<file path="src/rtl/result_collector_pkg.sv">
// result_collector_pkg: shared state type, count width and FIFO entry layout
package result_collector_pkg;
  typedef enum logic {IDLE, COLLECT} state_t;
  localparam int COUNT_W = 32;
  function automatic int entry_w(input int w);
    return w + 1;
  endfunction
endpackage

</file>
<file path="src/rtl/result_fifo.sv">
// result_fifo: synchronous FIFO with simultaneous push/pop and occupancy count
module result_fifo #(
  parameter int W = 33,
  parameter int DEPTH = 16
) (
  input  logic                       clk,
  input  logic                       clear,
  input  logic                       push,
  input  logic                       pop,
  input  logic [W-1:0]               wdata,
  output logic [W-1:0]               rdata,
  output logic                       full,
  output logic                       empty,
  output logic [$clog2(DEPTH):0]     count
);
  localparam int AW = $clog2(DEPTH);
  logic [W-1:0] mem [DEPTH];
  logic [AW-1:0] wr_ptr, rd_ptr;
  logic do_push, do_pop;
  always_comb begin
    full = count == (AW+1)'(DEPTH);
    empty = count == '0;
    do_pop = pop & !empty;
    do_push = push & (!full | do_pop);
    rdata = mem[rd_ptr];
  end
  always_ff @(posedge clk) begin
    if (do_push) mem[wr_ptr] <= wdata;
  end
  always_ff @(posedge clk) begin
    if (clear) begin
      wr_ptr <= '0;
      rd_ptr <= '0;
      count <= '0;
    end else begin
      wr_ptr <= wr_ptr + AW'(do_push);
      rd_ptr <= rd_ptr + AW'(do_pop);
      count <= count + (AW+1)'(do_push) - (AW+1)'(do_pop);
    end
  end
endmodule

</file>
<file path="src/rtl/result_collector.sv">
// result_collector: frames result words behind a length header and streams them to the host
module result_collector
  import result_collector_pkg::*;
#(
  parameter int WIDTH = 32,
  parameter int DEPTH = 16
) (
  input  logic               clk,
  input  logic               clear,
  input  logic               enable,
  input  logic [WIDTH-1:0]   y_data,
  input  logic               y_valid,
  input  logic [COUNT_W-1:0] out_count,
  input  logic               out_count_valid,
  output logic [WIDTH-1:0]   m_data,
  output logic               m_last,
  output logic               m_valid,
  input  logic               m_ready,
  output logic               busy,
  output logic               overflow,
  output logic               frame_done
);
  localparam int EW = entry_w(WIDTH);
  state_t state;
  logic [COUNT_W-1:0] remaining;
  logic hdr, dat, push, pop, full, empty;
  logic [EW-1:0] wdata, rdata;
  logic [$clog2(DEPTH):0] count;
  result_fifo #(.W(EW), .DEPTH(DEPTH)) u_fifo (
    .clk(clk),
    .clear(clear),
    .push(push),
    .pop(pop),
    .wdata(wdata),
    .rdata(rdata),
    .full(full),
    .empty(empty),
    .count(count)
  );
  always_comb begin
    hdr = state == IDLE && enable && out_count_valid;
    dat = state == COLLECT && enable && y_valid;
    push = hdr | dat;
    wdata = hdr ? {out_count == '0, WIDTH'(out_count)} : {remaining == COUNT_W'(1), y_data};
    m_valid = !empty;
    m_data = m_valid ? rdata[WIDTH-1:0] : '0;
    m_last = m_valid & rdata[WIDTH];
    pop = m_valid & m_ready;
    busy = state == COLLECT || count != '0;
  end
  always_ff @(posedge clk) begin
    if (clear) begin
      state <= IDLE;
      remaining <= '0;
      overflow <= 1'b0;
      frame_done <= 1'b0;
    end else begin
      state <= hdr ? (out_count != '0 ? COLLECT : IDLE) : (dat && remaining == COUNT_W'(1)) ? IDLE : state;
      remaining <= hdr ? out_count : dat ? remaining - 1'b1 : remaining;
      overflow <= overflow | (push & full & !pop);
      frame_done <= pop & m_last;
    end
  end
endmodule

</file>
<file path="config.mk">
export PLATFORM = sky130hd
export DESIGN_NAME = result_collector
export DESIGN_NICKNAME = d
export VERILOG_FILES = /design/src/rtl/result_collector_pkg.sv /design/src/rtl/result_fifo.sv /design/src/rtl/result_collector.sv
export SDC_FILE = /design/constraint.sdc
export NUM_CORES = 1
export LEC_CHECK = 0
export CAP_MARGIN = 20
export CORE_ASPECT_RATIO = 2
export CORE_UTILIZATION = 47
export CTS_BUF_LIST = sky130_fd_sc_hd__clkbuf_8
export DETAILED_ROUTE_END_ITERATION = 6
export PLACE_DENSITY = 0.77
export SYNTH_ARGS = -nofsm -noshare
export SYNTH_HDL_FRONTEND = slang
export SYNTH_SLANG_ARGS = --single-unit
</file>
<file path="constraint.sdc">
create_clock -name clk -period 4.85 [get_ports clk]
set_clock_uncertainty 0.2 [all_clocks]
set_input_delay 0.97 -clock clk [delete_from_list [all_inputs] [get_ports clk]]
set_output_delay 0.97 -clock clk [all_outputs]
set_load 0.005 [all_outputs]
</file>
==> results.toml, run 1 <==
[synthesis]
post_synth_num_cell_types = 56
synth_area_mm2 = 0.0231
synth_edf_count = 528
syn_nets = 1290
yosys_warnings = 0
yosysSeqAreaShare_pct = 72.7
netlist_top_cells_count = "528 x edfxtp_1, 165 x mux4_2, 114 x nand2_1"
yosysMostFrequentCell = "edfxtp_1"
synthCells = 1208
synth-seq-cells = 576
yosys.area.top_type = "edfxtp_1"
postSynthAreaPerCell_um2 = 19.2
synth_ff_type = "edfxtp_1"
synthArstFlopShare_pct = 0
yosysTopAreaCellShare_pct = 68.5
synthTopCellsByArea = "edfxtp_1 69%, mux4_2 16%, dfxtp_1 4.2%, nand2_1 1.8%, and2_1 0.97%"

[sta]
fmax_mhz = 219
period_share_pct = 94.4
hold_viol = 0
fin_ws_ns = 0.274
drv_slew = 0
final-setup-viol-count = 0
setup_tns_ns = 0
finalCriticalPeriod_ns = 4.58
tightest_slew_ns = 1.02
hold_slack_ns = 0.330
maxSlewHeadroom_pct = 31.5
rsz0062_at_grt = "false"

[critical_path]
rr_startpoint = "u_fifo.count[2]$_SDFF_PP0_"
cp_max_fo = 43
timing.rr.end = "u_fifo.count[4]$_SDFF_PP0_"
cp_data_required_time_ns = 3.68
path_class = "reg -> out"
end_kind = "output pin"
worstSetupStartpoint = "u_fifo.rd_ptr[0]$_SDFF_PP0_"
start_kind = "flip-flop"
r2r_setup_slack_ns = 1.10
crit_arrival_ns = 3.41
reg2reg_depth = 13

[global_routing]
grt_pass1_vias = 13000
grt_max_degree = 51
grt_overflow = 0
antenna_found_initial = 2
grt_pass1_wl_mm = 82.4
grt.total_usage_pct = 22.7

[flow_run]
cap_viol_max_count = 0

[min_path]
hold_end = "state$_SDFFE_PP0P_"
min_from = "state$_SDFFE_PP0P_"
hold_path_class = "reg -> reg"
hold_depth = 2

[clock_network]
holdBufCountCts = 0
cts_setup_buffers = 0
htreeDepth = 3
clock_sinks = 576
cts_tree = "built"
cts_buffers = 75
postCtsResizedCells = 0
cts.path.max_buffers = 3
insertion_delay_ns = 0.65
cts.clk_slew.worst_paths_ns = 0.07
clockRootBuffer = "clkbuf_8"

[detailed_routing]
drc_errors = 0
dr.pass1.iters = 5
wl_per_cell_um = 26.8
wl_mm = 55.5
avgViaCountPerCell = 6.00
drt_iter0_drc = 1252
num_vias = 12400
ant_nets = 0

[place]
dp_slack_ns = 0.841
gp_congestion = 0.822
place_area_mm2 = 0.0254
hpwl_mm = 34.6
port-buffer-count = 106

[pwr]
clkPwrFrac_pct = 30.8
power_frac_seq_pct = 47.1
p_leak_uw = 0.00852
vdd_drop_max_mv = 0.262
p_switching_uw = 3080
p_int_uw = 9010
power.density_mw_per_mm2 = 449
comb_power_share_pct = 22.1
sw_frac_of_total_pct = 25.5

[cells_and_area]
final_area_mm2 = 0.0269
layout-drive-gt1-share_pct = 24.9
syn2layout_area_growth_pct = 16.3
nets = 1458

[floorplanning]
die_h_um = 316
core_area_mm2 = 0.0485
die_w_um = 159
initial_utilization_pct = 47.7
io_pins = 107
dieArea_mm2 = 0.0502
fp-row-count = 114

[status]
status = "finished clean"
power by group through the flow:
stage          clock network, uW  logic, uW  registers (uW)
4_1_cts                     3780       2720            5690
2_1_floorplan                  0       1820            5710
3_3_place_gp                   0       2660            5790
6_report                    3730       2670            5690
3_5_place_dp                   0       2710            5800
5_1_grt                     3970       2860            5700
metrics by stage:
step / utilization (%) / power (uW) / cells
2_1_floorplan: - / 7520 / 1208
3_3_place_gp: 52.3 / 8460 / 1937
3_5_place_dp: 52.3 / 8510 / 1937
4_1_cts: 55.5 / 12200 / 2069
5_1_grt: 55.5 / 12500 / 2070
6_report: 55.5 / 12100 / 2070
final cells by class:
type / count / area (um^2)
Fill cell: 3631 / 21600
Sequential cell: 576 / 16800
Multi-Input combinational cell: 557 / 6100
Timing Repair Buffer: 156 / 1590
Clock buffer: 83 / 1140
Tap cell: 638 / 798
Clock inverter: 49 / 413
Inverter: 10 / 37.5
Antenna cell: 1 / 2.50
routing by layer:
metal	wire length [um]	global-route usage [%]	share of wire (%)	vias up
li1	-	-	-	5253
met1	19600	26.3	35	6429
met2	30000	41.2	54	630
met3	3940	4.00	7.1	105
met4	1950	9.92	3.5	2
met5	10	0	0.018	-
state kept, by name, summed over array words and instances (netlist names):
name and flops:
frame_done 1, u_fifo.count 5, u_fifo.wr_ptr 4, overflow 1
state 1, remaining 32, u_fifo.rd_ptr 4, u_fifo.mem 528
worst max-delay path: stages, from the launching register on:
cell and delay [ns]:
dfxtp_4 0.63, buf_12 0.37, mux4_2 0.56, mux4_2 0.54
and2_1 0.19, clkdlybuf4s50_1 0.44
cells in the final DEF (no fill, tap or decap), drive strengths merged, types with 5 or more instances in the layout:
cell type	count
nand4	8
nor3	12
o211ai	7
nor2	47
mux4	165
or3	10
a21oi	14
nor4	17
nand3	14
clkbuf	83
bufinv	7
or4	8
and2	36
buf	51
inv	27
ha	11
xnor2	8
a31oi	18
nor2b	5
o311ai	7
clkinv	22
edfxtp	528
clkdlybuf4s50	105
o21ai	10
and3	5
nand2	114
dfxtp	48
worst max-delay path by stage:
stage | endpoint | cells past startpoint
2_1_floorplan | u_fifo.mem[0][0]$_DFFE_PP_ | 5
3_3_place_gp | m_data[1] | 5
3_5_place_dp | m_data[19] | 5
4_1_cts | m_data[1] | 5
5_1_grt | m_data[19] | 5
6_report | m_data[19] | 5
logic make-up (layout without fill, tap and decap cells):
kind of cell | Yosys count | after routing | synth area share [%]
AND/OR/NAND/NOR | 294 | 294 | 6.45
XOR/XNOR | 12 | 12 | 0.454
multiplexers | 168 | 168 | 16.2
buffers and inverters | 75 | 298 | 1.54
AO/OA/AOI/OAI | 71 | 71 | 2.03
flip-flops | 576 | 576 | 72.7
other | 0 | 1 | 0
adder cells (fa/ha/maj) | 12 | 12 | 0.681
No activity file was read; power rests on OpenSTA's default activity.
==> run 2, diff against run 1 <==
Settings changed: CTS_BUF_LIST sky130_fd_sc_hd__clkbuf_8 to not set.
Clock period 4.85 ns to 4.15 ns, I/O delays scaled along.
==> results.toml, run 2 (synthesis results as in run 1) <==
[critical_path]
start_kind = "flip-flop"
crit_arrival_ns = 3.06
cp_max_fo = 17
cp_data_required_time_ns = 3.12
path_class = "reg -> out"
end_kind = "output pin"

[cells_and_area]
mostFrequentLayoutCells = "528 x edfxtp_1, 165 x mux4_2, 114 x nand2_1"
fillers = 3554
regMostFlops = "u_fifo.mem"
nets = 1435
syn2layout_area_growth_pct = 17.1
multiInputGateArea_mm2 = 0.00611
largest_reg_flops = 528
reg_top3 = "u_fifo.mem (528), remaining (32), u_fifo.count (5)"
diodes = 0
regArea_mm2 = 0.0168
layout-drive-gt1-share_pct = 23.6
postLayoutCoreUtil_pct = 55.9
mostFrequentLayoutCell = "edfxtp_1"

[sta]
maxSlewHeadroom_pct = 30.9
fin_ws_ns = 0.0631
finalCriticalPeriod_ns = 4.09
drv_slew = 0
period_share_pct = 98.5
setup_tns_ns = 0
final-setup-viol-count = 0
fmax_mhz = 245
tightest_slew_ns = 1.04
hold_viol = 0
rsz0062_at_grt = "false"

[place]
port-buffer-count = 106
gp_congestion = 0.881
dp_slack_ns = 0.400
hpwl_mm = 34.0

[pwr]
vdd_drop_max_mv = 0.324
p_leak_uw = 0.00853
power_uw = 14800
power.density_mw_per_mm2 = 545

[global_routing]
grt_pass1_vias = 13100
antenna_found_initial = 0
grt.total_usage_pct = 22.8
grt_max_degree = 78
grt_overflow = 0
grt_pass1_wl_mm = 82.8

[clock_network]
holdBufCountCts = 0
clock_sinks = 576
insertion_delay_ns = 0.58
cts.clk_slew.worst_paths_ns = 0.07
cts_buffers = 46
cts.path.max_buffers = 3
cts_tree = "built"
htreeDepth = 2
clockRootBuffer = "clkbuf_16"

[floorplanning]
die_w_um = 159
fp-row-count = 114
core_area_mm2 = 0.0485
die_h_um = 316
io_pins = 107
dieArea_mm2 = 0.0502
initial_utilization_pct = 47.7

[flow_run]
cap_viol_max_count = 0

[detailed_routing]
dr.pass1.iters = 5
num_vias = 12500
wl_mm = 56.3
wl_per_cell_um = 27.7
drc_errors = 0
drt_iter0_drc = 1249
ant_nets = 0
avgViaCountPerCell = 6.15

[status]
status = "finished clean"

[min_path]
hold_path_class = "reg -> reg"
==> run 2: critical path: stages, from the launching register on <==
cell	delay (ns)
dfxtp_4	0.37
buf_4	0.13
bufbuf_16	0.33
mux4_2	0.54
mux4_2	0.50
and2_1	0.17
clkdlybuf4s50_1	0.44
==> run 2: power breakdown <==
part	switching (uW)	internal, uW
sequential	74.5	6500
combinational	1520	1840
clock	2050	2770
total	3650	11100
==> run 2: worst paths after layout <==
path	startpoint	to	slack (ns)	cells past startpoint
worst max-delay path	u_fifo.rd_ptr[0]$_SDFF_PP0_	m_data[31]	0.06	6
worst min register to register	remaining[23]$_SDFFE_PP0N_	remaining[23]$_SDFFE_PP0N_	0.35	2
worst max register to register	u_fifo.count[3]$_SDFF_PP0_	u_fifo.count[4]$_SDFF_PP0_	0.73	13
worst min-delay path	remaining[23]$_SDFFE_PP0N_	remaining[23]$_SDFFE_PP0N_	0.35	2
==> run 2: timing repair <==
item                                    in CTS  in global routing
endpoints found under the setup margin      31                  7
buffers inserted                             6                  0
resized for setup                            3                  2
gates cloned                                 1                  0
==> run 2: through the flow <==
step / cell area (um^2) / hold slack, ns / std cells
6_report: 27100 / 0.347 / 2029
3_5_place_dp: 25300 / 0.321 / 1937
4_1_cts: 27100 / 0.338 / 2030
3_3_place_gp: 25300 / 0.296 / 1937
5_1_grt: 27100 / 0.363 / 2029
2_1_floorplan: 23200 / 0.260 / 1208
==> run 2: layer usage <==
metal  vias up  global-route usage (%)  share of wire, %
li1       5198                       -                 -
met2       691                    41.8                54
met3       155                    2.85               7.1
met1      6442                    26.3                34
met5         -                       0                 0
met4         0                    11.3               4.7
==> run 2: final cells by class <==
| class | instances | area share (%) |
|---|---|---|
| tap | 638 | 2.95 |
| clock buffer | 49 | 4.37 |
| inverter | 10 | 0.139 |
| multi-input combinational | 557 | 22.6 |
| timing repair buffer | 162 | 6.12 |
| clock inverter | 37 | 1.77 |
| sequential | 576 | 62.1 |
==> RTL change 1 (settings of run 2) <==
The parameter `WIDTH` goes from 32 to 48.
--- a/src/rtl/result_collector.sv
+++ b/src/rtl/result_collector.sv
@@ -2,7 +2,7 @@
 module result_collector
   import result_collector_pkg::*;
 #(
-  parameter int WIDTH = 32,
+  parameter int WIDTH = 48,
   parameter int DEPTH = 16
 ) (
   input  logic               clk,
Interface: changed (resized m_data and y_data); port bits go from 107 to 139. No check against the original RTL was run, so the function may have changed too.
==> RTL change 1 against run 2 <==
  * Sequential power grew 44%
  * Worst setup slack better by 0.022 ns
  * Utilization decreased by 0.29 points
  * Via count grew 39%
  * Routed wire length grew 41%
  * Sequential cell count is 256 higher
  * Largest cell class unchanged
  * Synthesized area is 42% higher
  * Design area grew 41%
  * Combinational power increased by 40%
  * Power increased by 40%
==> RTL change 1: results (changes against run 2) <==
run_status:
  status: "finished clean"
place:
  gp_congestion: 0.9023  # +2.4%
  hpwl_um: 46190  # +36%
  port_buffers: 138  # +30%
global_routing:
  grt_use_total: 0.2285  # +0.0006236
  grt_max_degree: 72  # -7.7%
route:
  wirelength_um: 79560  # +41%
  drt-initial-drc-count: 1636  # +31%
finish:
  fillers: 4958  # +40%
  top_regs: "u_fifo.mem (784), remaining (32), u_fifo.count (5)"
  num-nets-final: 1944  # +35%
  drive_above_1_share: 0.2128  # -0.02302
  multi_input_cells: 719  # +29%
clocking:
  clk_latency_ns: 0.60  # +0.02 ns
  cts-buffers-inserted: 66  # +43%
  cts.repair.resized: 1  # -2
logic_synthesis:
  synthXorXnorAreaFrac: 0.002939  # -0.001602
  synth.area.mux_share: 0.1649  # +0.002960
  synth_nets: 1751  # +36%
  ys_top_cells_by_count: "784 x edfxtp_1, 196 x mux4_2, 109 x nand2_1, 98 x mux2i_1, 55 x clkbuf_1"
  yosysSeqAreaShare: 0.7475  # +0.02092
  synthAdderAreaFrac: 0.004809  # -0.002002
setup_path:
  crit_path_max_incr_delay_ns: 0.70  # +0.16 ns
  critPathSlowestCell: "dfxtp_4"
  crit_path_start: "u_fifo.rd_ptr[1]$_SDFF_PP0_"
worst_hold_path:
  hp-start: "overflow$_SDFF_PP0_"
timing:
  slew_headroom: 0.5136  # +0.2049
power_and_ir_drop:
  p_int_w: 0.01538  # +38%
[RTL change 1: cell count changes after synthesis, moves of 10 or more]
| cell | run 2 | this run |
|---|---|---|
| edfxtp_1 | 528 | 784 |
| mux2i_1 | 1 | 98 |
| o22ai_1 | 0 | 49 |
| mux4_2 | 165 | 196 |
| clkbuf_1 | 35 | 55 |
| and2_1 | 36 | 19 |
| buf_2 | 11 | 21 |
[RTL change 1: metrics by stage]
| stage | instance area [sq um] | hold slack (ns) | worst slack [ns] | instances |
|---|---|---|---|---|
| after global routing | 38310 | 0.3526 | 0.009417 | 2791 |
| after global placement | 36030 | 0.2969 | 0.4592 | 2668 |
| after detailed placement | 36030 | 0.2969 | 0.4128 | 2668 |
| after floorplan | 32800 | 0.2604 | -0.4640 | 1653 |
| after CTS | 38310 | 0.3177 | 0.02288 | 2791 |
| final | 38310 | 0.3205 | 0.08493 | 2791 |
[RTL change 1: power groups by stage]
stage          Combinational [W]  Clock, W  Sequential [W]
4_1_cts                  0.00478   0.00651         0.00949
5_1_grt                  0.00503   0.00680         0.00950
6_report                 0.00471   0.00645         0.00949
3_5_place_dp             0.00460         0         0.00973
3_3_place_gp             0.00454         0         0.00972
2_1_floorplan            0.00283         0         0.00960
[RTL change 1: final timing paths]
path | to | slack, ns | cells past startpoint
max | m_data[44] | 0.08 | 5
min | overflow$_SDFF_PP0_ | 0.32 | 2
max reg2reg | u_fifo.count[4]$_SDFF_PP0_ | 0.92 | 14
min reg2reg | overflow$_SDFF_PP0_ | 0.32 | 2
[RTL change 1: routing by layer]
metal | vias to the layer above | track usage | wire length [um]
met5 | - | 0 | 0
met4 | 0 | 0.09845 | 3099
met3 | 195 | 0.03090 | 5419
met2 | 966 | 0.4117 | 42890
met1 | 8966 | 0.2718 | 28150
li1 | 7190 | - | -
==> RTL change 2 (settings of run 2) <==
Made on the original files. Put one more register stage on the output `overflow`. The value now appears one clock later. The other outputs are not delayed to match.
--- a/src/rtl/result_collector.sv
+++ b/src/rtl/result_collector.sv
@@ -21,6 +21,8 @@
   output logic               frame_done
 );
   localparam int EW = entry_w(WIDTH);
+
+  logic overflow_s0;
   state_t state;
   logic [COUNT_W-1:0] remaining;
   logic hdr, dat, push, pop, full, empty;
@@ -52,14 +54,18 @@
     if (clear) begin
       state <= IDLE;
       remaining <= '0;
-      overflow <= 1'b0;
+      overflow_s0 <= 1'b0;
       frame_done <= 1'b0;
     end else begin
       state <= hdr ? (out_count != '0 ? COLLECT : IDLE) : (dat && remaining == COUNT_W'(1)) ? IDLE : state;
       remaining <= hdr ? out_count : dat ? remaining - 1'b1 : remaining;
-      overflow <= overflow | (push & full & !pop);
+      overflow_s0 <= overflow_s0 | (push & full & !pop);
       frame_done <= pop & m_last;
     end
   end
+  always_ff @(posedge clk) begin
+    overflow <= overflow_s0;
+  end
+
 endmodule
 
Function: same outputs for any inputs over 4 cycles, from zero or initial values; that may be too few to reach the edited logic, so the function may still have changed.
==> RTL change 2 against run 2 <==
  * Worst setup slack better by 0.0052 ns
  * Synthesized area barely moved
  * Final cell count is the same
  * Highest routed layer unchanged
  * Largest power group unchanged
  * Sequential cell count up 1
  * Power decreased by 3.1%
  * Largest cell class unchanged
  * Routed wire length shrank 1.9%
  * First-iteration DRC count is 3.0% lower
  * Design area shrank 0.30%
==> RTL change 2: results (changes against run 2) <==
clocking:
  clockBufferDepth: 3  # unchanged
  clk_latency_ns: 0.57
  htreeDepth: 2  # unchanged
setup_path:
  rrSetupSlack_ns: 0.86  # +0.13 ns
  ff2ff_path_depth: 13  # unchanged
  r2r-start: "u_fifo.count[3]$_SDFF_PP0_"
  arrival_ns: 3.05  # about the same
  r2r_end: "u_fifo.count[4]$_SDFF_PP0_"
  critPathMaxFanout: 37  # +20
logic_synthesis:
  ys_top_cells_by_count: "528 x edfxtp_1, 165 x mux4_2, 114 x nand2_1, 49 x dfxtp_1, 47 x nor2_1"
  yosys_warnings: 0  # unchanged
  syn_avg_cell_area_sq_um: 19.16  # about the same
  synthFlopType: "edfxtp_1"
  synth_nets: 1291  # +0.078%
  synth_cell_types: 56  # unchanged
  synth-edff-count: 528  # unchanged
  yosysSeqAreaShare: 0.7268  # about the same
  async_flop_share: 0  # unchanged
  synth_area_leaders: "edfxtp_1 68%, mux4_2 16%, dfxtp_1 4.2%"
worst_hold_path:
  hold_class: "reg -> reg"
  hp-start: "overflow_s0$_SDFF_PP0_"
  min_path_cells: 0  # -2
  timing.hold.worst_endpoint: "overflow$_DFF_P_"
place:
  port_buffers: 106  # unchanged
  gp_congestion: 0.8164  # -7.3%
  hpwl_um: 34430  # +1.2%
  place_ws_ns: 0.5013  # +0.1014 ns
  dp.cells: 1943  # +0.31%
  placed_area_sq_mm: 0.02542  # +0.38%
route:
  wirelength_um: 55200  # -1.9%
  drt-initial-drc-count: 1211  # -3.0%
  avgViaCountPerCell: 6.103  # -0.83%
timing:
  fin_hold_ws_ns: 0.1953  # -0.1515 ns
  fin_ws_ns: 0.06828  # +0.005177 ns
  slew_headroom: 0.3298  # +0.02105
global_routing:
  grt_pass1_vias: 12940  # -1.2%
  grt_max_degree: 73  # -6.4%
  grt_use_total: 0.2249  # -0.003043
  grt_first_pass_wirelength_um: 82310  # -0.57%
  antenna_found_initial: 1  # +1
finish:
  top_regs: "u_fifo.mem (528), remaining (32), u_fifo.count (5)"
  final_cells: 2029  # unchanged
  drive_above_1_share: 0.2353  # -0.0005498
power_and_ir_drop:
  power_leakage_nw: 8.580  # +0.57%
  ir_drop_v: 0.0002931  # -9.5%
run_status:
  status: "finished clean"
RTL change 2: changes by cell type in the layout (fill, tap and decap cells not counted), sizes merged, moves of 2 or more:
cell	change
clkbuf	+17
clkdlybuf4s50	-13
clkinv	-9
dlymetal6s2s	+8
bufinv	-6
dlygate4sd2	+5
inv	-2
RTL change 2: cells by family after synthesis:
kind of cell,count (synthesis),share of synthesized area
AND/OR/NAND/NOR,294,0.06444
AO/OA/AOI/OAI,71,0.02025
multiplexers,168,0.1618
adder cells (fa/ha/maj),12,0.006806
XOR/XNOR,12,0.004537
buffers and inverters,75,0.01534
flip-flops,577,0.7268
RTL change 2: metrics by stage:
| stage | power (W) | util |
|---|---|---|
| 2_1_floorplan | 0.008800 | - |
| 3_3_place_gp | 0.009909 | 0.5242 |
| 3_5_place_dp | 0.009962 | 0.5242 |
| 4_1_cts | 0.01445 | 0.5565 |
| 5_1_grt | 0.01482 | 0.5570 |
| 6_report | 0.01432 | 0.5571 |
RTL change 2: cell type report:
cell class / count / area [sq um]
clock inverter: 19 / 244.0
multi-input combinational: 557 / 6120
sequential: 577 / 16850
fill: 3622 / 21480
clock buffer: 66 / 1308
inverter: 10 / 37.54
timing repair buffer: 161 / 1660
antenna: 1 / 2.502
tap: 638 / 798.3
RTL change 2: repair_timing:
item,in CTS,in global routing
gates resized for setup,10,11
setup endpoints to repair,15,17
setup buffers,0,0
gates cloned,0,0
RTL change 2: worst max-delay path by stage:
stage,startpoint,depth (start not counted),end
global route,u_fifo.rd_ptr[0]$_SDFF_PP0_,5,m_data[29]
global placement,u_fifo.rd_ptr[0]$_SDFF_PP0_,5,m_data[7]
floorplan,y_valid,7,u_fifo.mem[15][0]$_DFFE_PP_
CTS,u_fifo.rd_ptr[0]$_SDFF_PP0_,5,m_last
detailed placement,u_fifo.rd_ptr[0]$_SDFF_PP0_,5,m_last
finish,u_fifo.rd_ptr[0]$_SDFF_PP0_,5,m_data[4]
RTL change 2: critical path: stages, from the launching register on:
cell,delay [ns]
dfxtp_4,0.41
buf_12,0.28
mux4_2,0.57
mux4_2,0.55
and2_1,0.19
clkdlybuf4s50_1,0.44
RTL change 2: routing by layer:
metal | share of wire | up-vias | wire, um | track usage
li1 | - | 5200 | - | -
met1 | 0.35 | 6407 | 19220 | 0.2695
met2 | 0.53 | 643 | 29030 | 0.3974
met3 | 0.079 | 132 | 4348 | 0.03608
met4 | 0.047 | 0 | 2589 | 0.1071
met5 | 0 | - | 0 | 0
RTL change 2: where the power goes:
group | leakage, nW | internal (W) | switching [W]
Combinational | 2.66 | 0.00172 | 0.00148
Clock | 0.754 | 0.00253 | 0.00201
Sequential | 5.17 | 0.00651 | 0.0000766
Total | 8.58 | 0.0108 | 0.00356
